### config.mk
export PLATFORM = sky130hd
export DESIGN_NAME = fx_kpc
export DESIGN_NICKNAME = d
export VERILOG_FILES = /design/src/rtl/fx_kpc_pkg.sv /design/src/rtl/fx_kpc_div.sv /design/src/rtl/fx_kpc.sv
export SDC_FILE = /design/constraint.sdc
export NUM_CORES = 1
export LEC_CHECK = 0
export ABC_CLOCK_PERIOD_IN_PS = 2000
export CAP_MARGIN = 10
export CORE_UTILIZATION = 30
export CTS_CLUSTER_DIAMETER = 100
export DETAILED_ROUTE_END_ITERATION = 12
export GPL_TIMING_DRIVEN = 0
export PLACE_DENSITY = 0.53
export SLEW_MARGIN = 20
export SYNTH_ARGS = -nofsm -noshare
export SYNTH_HDL_FRONTEND = slang
export SYNTH_HIERARCHICAL = 1
export SYNTH_SLANG_ARGS = --single-unit
### constraint.sdc
create_clock -name i_clk -period 2 [get_ports i_clk]
set_input_delay 0.4 -clock i_clk [delete_from_list [all_inputs] [get_ports i_clk]]
set_output_delay 0.4 -clock i_clk [all_outputs]
set_load 0.03 [all_outputs]
### src/rtl/fx_kpc_pkg.sv
// fx_kpc_pkg: shared state encoding and default sizing for the K-Port transfer controller
package fx_kpc_pkg;
   typedef enum logic [2:0] {IDLE, LATCH, SHIFT_LO, SHIFT_HI, DONE} kpc_state_t;
   localparam int KPC_NBITS    = 32;
   localparam int KPC_HALF_DIV = 16;
endpackage

### src/rtl/fx_kpc_div.sv
// fx_kpc_div: CE-qualified half-period tick generator
// Ports: i_clk/i_res clock and sync reset, i_ce clock enable, i_restart zeroes the count,
//        i_run enables counting, o_phase_done pulses on the HALF_DIV-th running CE tick.
module fx_kpc_div #(
   parameter int HALF_DIV = 16
) (
   input  logic i_clk,
   input  logic i_res,
   input  logic i_ce,
   input  logic i_restart,
   input  logic i_run,
   output logic o_phase_done
);
   localparam int CW = HALF_DIV > 1 ? $clog2(HALF_DIV) : 1;
   logic [CW-1:0] r_cnt;
   assign o_phase_done = i_ce && i_run && (r_cnt == CW'(HALF_DIV - 1));
   always_ff @(posedge i_clk)
      if (i_res || (i_ce && (i_restart || !i_run || o_phase_done))) r_cnt <= '0;
      else if (i_ce) r_cnt <= r_cnt + 1'b1;
endmodule

### src/rtl/fx_kpc.sv
// fx_kpc: K-Port serial transfer controller sequencing the pad latch and shift-clock handshake
// Ports: i_clk/i_res clock and sync reset, i_ce clock enable, i_trg start pulse,
//        i_mode latch-before-shift, i_ios 1=read pad 0=drive pad, i_wdata word to send,
//        i_rd_ack clears o_end, o_busy/o_end status, o_rdata received word,
//        o_kp_latn/o_kp_clk/i_kp_di/o_kp_do/o_kp_oe pad interface.
module fx_kpc
   import fx_kpc_pkg::*;
#(
   parameter int NBITS    = KPC_NBITS,
   parameter int HALF_DIV = KPC_HALF_DIV
) (
   input  logic             i_clk,
   input  logic             i_res,
   input  logic             i_ce,
   input  logic             i_trg,
   input  logic             i_mode,
   input  logic             i_ios,
   input  logic [NBITS-1:0] i_wdata,
   input  logic             i_rd_ack,
   output logic             o_busy,
   output logic             o_end,
   output logic [NBITS-1:0] o_rdata,
   output logic             o_kp_latn,
   output logic             o_kp_clk,
   input  logic             i_kp_di,
   output logic             o_kp_do,
   output logic             o_kp_oe
);
   localparam int BW = NBITS > 1 ? $clog2(NBITS) : 1;
   kpc_state_t       r_state;
   logic             r_start, r_mode, r_ios, r_busy, r_end, r_latn, r_kclk, r_do, r_oe;
   logic [NBITS-1:0] r_sh, r_rdata;
   logic [BW-1:0]    r_bit;
   logic             w_run, w_done, w_last, w_to_lo;
   fx_kpc_div #(.HALF_DIV(HALF_DIV)) u_div (
      .i_clk(i_clk),
      .i_res(i_res),
      .i_ce(i_ce),
      .i_restart(r_start),
      .i_run(w_run),
      .o_phase_done(w_done)
   );
   // r_start adds the one tick between accepting TRG and raising BUSY.
   // Every path into SHIFT_LO shares one entry action, so it is decoded once here.
   always_comb begin
      w_run   = r_state inside {LATCH, SHIFT_LO, SHIFT_HI};
      w_last  = r_bit == BW'(NBITS - 1);
      w_to_lo = (r_state == IDLE && r_start && !r_mode) ||
                (w_done && (r_state == LATCH || (r_state == SHIFT_HI && !w_last)));
   end
   always_ff @(posedge i_clk) begin
      if (i_res) begin
         r_state <= IDLE;
         r_start <= 1'b0;
         r_mode  <= 1'b0;
         r_ios   <= 1'b0;
         r_busy  <= 1'b0;
         r_end   <= 1'b0;
         r_latn  <= 1'b1;
         r_kclk  <= 1'b1;
         r_do    <= 1'b0;
         r_oe    <= 1'b0;
         r_sh    <= '0;
         r_rdata <= '0;
         r_bit   <= '0;
      end else if (i_ce) begin
         if (i_rd_ack) r_end <= 1'b0;
         if (w_to_lo) begin
            r_state <= SHIFT_LO;
            r_latn  <= 1'b1;
            r_kclk  <= 1'b0;
            r_do    <= r_sh[0];
            r_sh    <= r_sh >> 1;
            r_oe    <= ~r_ios;
         end
         case (r_state)
            IDLE:
               if (r_start) begin
                  r_start <= 1'b0;
                  r_busy  <= 1'b1;
                  if (r_mode) begin
                     r_state <= LATCH;
                     r_latn  <= 1'b0;
                  end
               end else if (i_trg) begin
                  r_start <= 1'b1;
                  r_mode  <= i_mode;
                  r_ios   <= i_ios;
                  r_sh    <= i_wdata;
               end
            LATCH: ;
            SHIFT_LO:
               if (w_done) begin
                  r_state <= SHIFT_HI;
                  r_kclk  <= 1'b1;
                  if (r_ios) r_rdata <= {i_kp_di, r_rdata[NBITS-1:1]};
               end
            SHIFT_HI:
               if (w_done) begin
                  r_bit <= w_last ? '0 : r_bit + 1'b1;
                  if (w_last) r_state <= DONE;
               end
            DONE: begin
               r_state <= IDLE;
               r_busy  <= 1'b0;
               r_end   <= 1'b1;
               r_oe    <= 1'b0;
               r_do    <= 1'b0;
            end
            default: r_state <= IDLE;
         endcase
      end
   end
   assign o_busy    = r_busy;
   assign o_end     = r_end;
   assign o_rdata   = r_rdata;
   assign o_kp_latn = r_latn;
   assign o_kp_clk  = r_kclk;
   assign o_kp_do   = r_do;
   assign o_kp_oe   = r_oe;
endmodule
# ---- Word-level counts from Yosys, hierarchy flattened
# Index checks and enable logic that the tools add are counted.
dict set report word_totals {
  word_cells 81
  register_bits 85
  out_inout_bits 38
  inputBits 40
}
dict set report op_classes {
  mux 29
  n_reduce_logical 27
  n_bitwise 2
  n_eq_ne 7
  addsub 2
}
# cell count
set ops {}
lappend ops {{$mux W32} 4}
lappend ops {{$mux W3} 6}
lappend ops {{$mux W1} 16}
lappend ops {{$pmux W3 S4} 1}
lappend ops {{$reduce_and A4 Y1} 2}
lappend ops {{$logic_and A1 B1 Y1} 7}
lappend ops {{$eq A3 B2 Y1 const B} 2}
lappend ops {{$reduce_and A2 Y1} 3}
lappend ops {{$reduce_and A3 Y1} 2}
lappend ops {{$reduce_bool A2 Y1} 3}
lappend ops {{$add A5 B1 Y5 const B} 1}
lappend ops {{$eq A5 B5 Y1 const B} 1}
lappend ops {{$logic_or A1 B1 Y1} 5}
lappend ops {{$mux W5} 1}
lappend ops {{$add A4 B1 Y4 const B} 1}
lappend ops {{$eq A4 B4 Y1 const B} 1}
lappend ops {{$eq A3 B1 Y1 const B} 1}
lappend ops {{$eq A3 B3 Y1 const B} 1}
lappend ops {{$logic_not A1 Y1} 3}
lappend ops {{$logic_not A3 Y1} 1}
lappend ops {{$reduce_bool A3 Y1} 1}
lappend ops {{$ne A2 B2 Y1 const B} 1}
lappend ops {{$not A1 Y1} 2}
lappend ops {{$pmux W1 S2} 1}

# ---- Logic depth before layout (Yosys ltp)
dict set report depth {
  depth_word 10
  mapped_depth 12
  ltp_nobuf 8
}

# ---- Modules after synthesis
# Netlist, hierarchy kept.
# module seq_area_each_um2 n_inst cells_each area_each_um2
set by_module_without_submodules {}
lappend by_module_without_submodules {fx_kpc 1621.6 1 468 3804.9}
lappend by_module_without_submodules {fx_kpc_div 80.1 1 25 203.9}

# ---- Worst setup path before layout
# Ideal clock, no wire load.
dict set report synth_timing {
  kind {register to register}
  start {register r_bit[0]}
  end {register r_sh[1]}
  setup_ns 0.083
  synth_period_minus_slack_ns 1.989
  stages_incl_launch_ff 10
  path_slack_ns 0.011
  arrival_time_ns 1.906
  path_buffers 2
  required_ns 1.917
  path_cell_list {dfxtp_1 > ha_1 > and3_1 > ha_1 > nand2_1 > and4b_1 > clkbuf_1 > clkbuf_1 > nor2_1 > o221ai_1}
}
dict set report synth_between {
  elab_chain_len 10
}
# element line
set synth_rtl {}
lappend synth_rtl {{start: declaration} fx_kpc.sv:33} ;# logic [BW-1:0] r_bit;
lappend synth_rtl {{start signal: assignment} fx_kpc.sv:100} ;# r_bit <= w_last ? '0 : r_bit + 1'b1;
lappend synth_rtl {{$eq A5 B5 Y1 (*)} fx_kpc.sv:47} ;# w_last = r_bit == BW'(NBITS - 1);
lappend synth_rtl {{$logic_not A1 Y1 (*)} fx_kpc.sv:49} ;# (w_done && (r_state == LATCH || (r_state == SHIFT_HI && !w_last)));
lappend synth_rtl {{$logic_and A1 B1 Y1 (*)} fx_kpc.sv:49}
lappend synth_rtl {{$logic_or A1 B1 Y1 (*)} fx_kpc.sv:49}
lappend synth_rtl {{$logic_and A1 B1 Y1 (*)} fx_kpc.sv:49}
lappend synth_rtl {{$logic_or A1 B1 Y1 (*)} fx_kpc.sv:48} ;# w_to_lo = (r_state == IDLE && r_start && !r_mode) ||
lappend synth_rtl {{$mux W32 (*)} fx_kpc.sv:68} ;# if (w_to_lo) begin
lappend synth_rtl {{$mux W32} fx_kpc.sv:85} ;# end else if (i_trg) begin
lappend synth_rtl {{$mux W32} fx_kpc.sv:78} ;# if (r_start) begin
lappend synth_rtl {{$mux W32 (*)} fx_kpc.sv:76} ;# case (r_state)
lappend synth_rtl {{end signal: assignment} fx_kpc.sv:73} ;# r_sh <= r_sh >> 1;
lappend synth_rtl {{end signal: assignment} fx_kpc.sv:89} ;# r_sh <= i_wdata;
lappend synth_rtl {{end: declaration} fx_kpc.sv:32} ;# logic [NBITS-1:0] r_sh, r_rdata;
# Every way passes the cells marked *; elsewhere a longest branch is shown, timed or not.
# A chain may end at the register's enable or synchronous reset.

# ---- Worst setup path after layout
dict set report layout_timing {
  start {register r_state[2]}
  end {register r_bit[2]}
}
dict set report layout_between {
  elab_chain_len 5
  elab_cells_between_ends 7
  classes_between {eq/ne: 3; reduce/logical: 4}
}
# element line
set layout_rtl {}
lappend layout_rtl {{start: declaration} fx_kpc.sv:30} ;# kpc_state_t r_state;
lappend layout_rtl {{start signal: assignment} fx_kpc.sv:53} ;# r_state <= IDLE;
lappend layout_rtl {{start signal: assignment} fx_kpc.sv:69} ;# r_state <= SHIFT_LO;
lappend layout_rtl {{start signal: assignment} fx_kpc.sv:82} ;# r_state <= LATCH;
lappend layout_rtl {{$eq A3 B1 Y1 / $eq A3 B2 Y1 (equally long branches)} fx_kpc.sv:46} ;# w_run = r_state inside {LATCH, SHIFT_LO, SHIFT_HI};
lappend layout_rtl {{$reduce_bool A3 Y1 (*)} fx_kpc.sv:46}
lappend layout_rtl {{net w_run} fx_kpc.sv:34} ;# logic w_run, w_done, w_last, w_to_lo;
lappend layout_rtl {{$logic_and A1 B1 Y1 (*) (2 in series)} fx_kpc_div.sv:16} ;# assign o_phase_done = i_ce && i_run && (r_cnt == CW'(HALF_DIV - 1));
lappend layout_rtl {{net w_done} fx_kpc.sv:34}
lappend layout_rtl {{$reduce_and A3 Y1 (no source line) (*)} n/a}
# The timed path passes the listed nets; every way through them passes the cells marked *.

==> impl_metrics.env <==
export IMPL_start_util=0.313
export IMPL_routed_wl_um=11400
export IMPL_gr_total_overflow=0
export IMPL_drive_gt1_frac=0.134
export IMPL_clock_sinks=85
export IMPL_max_cap_viol_count=0
export IMPL_crit_fanout=10
export IMPL_fillers=1335
export IMPL_track_usage=0.165
export IMPL_start_kind="register"
export IMPL_die_h_um=118
export IMPL_grt_pass1_wl_um=18900
export IMPL_sw_frac_of_total=0.252
export IMPL_worstPathRequired_ns=2.27
export IMPL_combPwrFrac=0.112
export IMPL_crit_type="reg2reg"
export IMPL_gp_congestion=0.763
export IMPL_clkPwrFrac=0.435
export IMPL_num_rows=41
export IMPL_p_seq_frac=0.453
export IMPL_clock_skew_ns=0.00568
export IMPL_hold_path_class="reg2reg"
export IMPL_powerDensity_nw_per_um2=711
export IMPL_min_from="o_kp_do"
export IMPL_arrival_ns=2.17
export IMPL_slew_violations=0
export IMPL_max_slew_margin_rel=0.646
export IMPL_finalCritPeriodShare=0.951
export IMPL_crit_start="r_state[2]"
export IMPL_clock_latency_ns=0.34
export IMPL_syn_cell_area_um2=4010
export IMPL_area_growth_pct=37.9
export IMPL_cts_buffers=9
export IMPL_vdd_drop_max_uv=329
export IMPL_power_leakage_nw=1.83
export IMPL_place_hpwl_um=7960
export IMPL_antenna_found_initial=0
export IMPL_synth_edff_count=0
export IMPL_r2r_start="r_state[2]"
export IMPL_cts_tree="built"
export IMPL_ctsHoldBuffers=0
export IMPL_top_usage_layer="met2"
export IMPL_clk_pin_slew_ns=0.06
export IMPL_drt_first_iter_violations=278
export IMPL_grt_use_met3=0.0373
export IMPL_vias=4045
export IMPL_final_core_util=0.431
export IMPL_htreeDepth=3
export IMPL_ios=78
export IMPL_ys_warn_count=6
export IMPL_ant_nets=0
export IMPL_postSynth_asyncResetShare=0
export IMPL_fmax_mhz=526
export IMPL_dr_pass1_iters=5
export IMPL_crit_path_end_kind="register"
export IMPL_fin_area_um2=5530
export IMPL_intPower_mw=2.94
export IMPL_place_inst=742
export IMPL_fin_nets=628
export IMPL_grt_use_met1=0.213
export IMPL_min_period_ns=1.90
export IMPL_yosysSeqAreaShare=0.424
export IMPL_drt_wirelength_per_cell_um=15.0
export IMPL_ys_types=41
export IMPL_status="finished, final reports clean"
export IMPL_die_width_um=118
export IMPL_clockBufferDepth=2
export IMPL_setup_viol=0
export IMPL_tightestPinTransition_ns=0.531
export IMPL_diodes=0
export IMPL_ys_flop_type="dfxtp_1"
export IMPL_rsz0062_at_grt="false"
export IMPL_met2_usage=0.273
export IMPL_dieArea_um2=13800
export IMPL_via_per_inst=5.31
export IMPL_grt_max_degree=20
export IMPL_cts_root_buffer="clkbuf_16"
export IMPL_drc_errors=0
export IMPL_power_switching_uw=991
export IMPL_r2r_setup_slack_ns=0.1
export IMPL_ys_seq_elements=85
export IMPL_post_synth_cell_area_avg_um2=8.13
export IMPL_placed_area_um2=4990
export IMPL_final_cell_count_no_fill=762
export IMPL_synth_cells=493
export IMPL_port_buffers=77
export IMPL_synth_nets=536
export IMPL_coreArea_um2=12800
export IMPL_hold_violations=0
export IMPL_grt_pass1_vias=3809
sequential cells by signal, indices dropped and copies added, names as in the netlist, 3 cells and up:
signal,flops
u_div/r_cnt,4
o_rdata,32
r_state,3
r_bit,5
r_sh,32
synthesized netlist by cell type, types with 5 or more instances:
library cell,count,area share
o2111ai_1,29,0.063
o221ai_1,31,0.068
o21ai_0,6,0.0075
nand2_1,83,0.078
nor2_1,12,0.011
nand3_1,38,0.047
buf_2,8,0.010
dfxtp_1,85,0.42
mux2i_1,5,0.012
a21oi_1,77,0.096
nor2b_1,33,0.051
clkbuf_1,36,0.034
power by group through the flow:
| stage | Sequential, mW | Clock [mW] | Combinational (mW) |
|---|---|---|---|
| after floorplan | 1.81 | 0 | 0.241 |
| after global placement | 1.82 | 0 | 0.420 |
| after detailed placement | 1.82 | 0 | 0.423 |
| after CTS | 1.78 | 1.76 | 0.428 |
| after global routing | 1.79 | 1.84 | 0.479 |
| final | 1.78 | 1.71 | 0.440 |
stage by stage:
stage          setup TNS [ns]  setup WS, ns  hold slack, ns  total power, mW
4_1_cts                     0       0.00154           0.470             3.97
3_5_place_dp           -65.56        -0.942           0.461             2.24
6_report                    0        0.0982           0.462             3.93
5_1_grt                     0       0.00777           0.487             4.11
3_3_place_gp           -63.74        -0.921           0.446             2.24
2_1_floorplan               0        0.0111           0.443             2.05
per-layer routing:
metal | wire [um] | share of wire
met3 | 544 | 0.048
met4 | 152 | 0.013
met1 | 5300 | 0.47
met5 | 0 | 0
met2 | 5400 | 0.47
cell type report:
class                      instances  area, um^2  area share
sequential                        85        1710       0.310
clock buffer                      10         239      0.0432
inverter                           3        11.3     0.00204
tap                              172         215      0.0389
multi-input combinational        354        2170       0.393
buffer                            48         292      0.0527
timing repair buffer              84         818       0.148
clock inverter                     6        68.8      0.0124
worst max-delay path: stages (launching register included):
cell and delay, ns:
dfxtp_1 0.33, buf_4 0.18, nor2_4 0.10, nand3_2 0.08, nor2_4 0.10, and4b_1 0.19
buf_4 0.14, nand2_4 0.08, or4b_1 0.47, a21oi_1 0.15
layout by cell type, fill, tap and decap left out, types with 2 or more instances in the layout:
master	instances
o2111ai_2	5
inv_1	3
dfxtp_2	2
nand3_1	37
buf_6	5
and3_1	3
clkbuf_4	3
buf_4	13
nand3b_1	2
buf_8	2
o2111ai_1	24
a31oi_1	4
nor2_1	10
clkbuf_16	9
nand2b_1	3
a21oi_1	77
clkbuf_1	18
ha_4	2
clkdlybuf4s50_1	76
nor2b_1	33
o221ai_1	31
clkbuf_2	9
mux2i_1	5
buf_2	6
dfxtp_4	2
or3_1	2
inv_6	2
nand2_1	83
dfxtp_1	81
nor2_4	3
or2_2	2
o21ai_0	5
logic make-up (layout without fill, tap and decap cells):
family | count (synthesis) | after routing | synth area share
AND/OR/NAND/NOR | 191 | 191 | 0.233
AO/OA/AOI/OAI | 154 | 154 | 0.256
flip-flops | 85 | 85 | 0.424
buffers and inverters | 54 | 151 | 0.0624
multiplexers | 5 | 5 | 0.0125
adder cells (fa/ha/maj) | 3 | 3 | 0.00936
XOR/XNOR | 1 | 1 | 0.00219
worst paths after layout:
kind,end,cells after the start
max,r_bit[2],9
min,o_kp_do,2
max reg2reg,r_bit[2],9
min reg2reg,o_kp_do,2
repair_timing:
action,CTS,global route
pin swaps,4,2
endpoints found under the setup margin,79,69
gates resized for setup,40,32
buffers inserted,2,5
(Power assumes the default switching activity.)
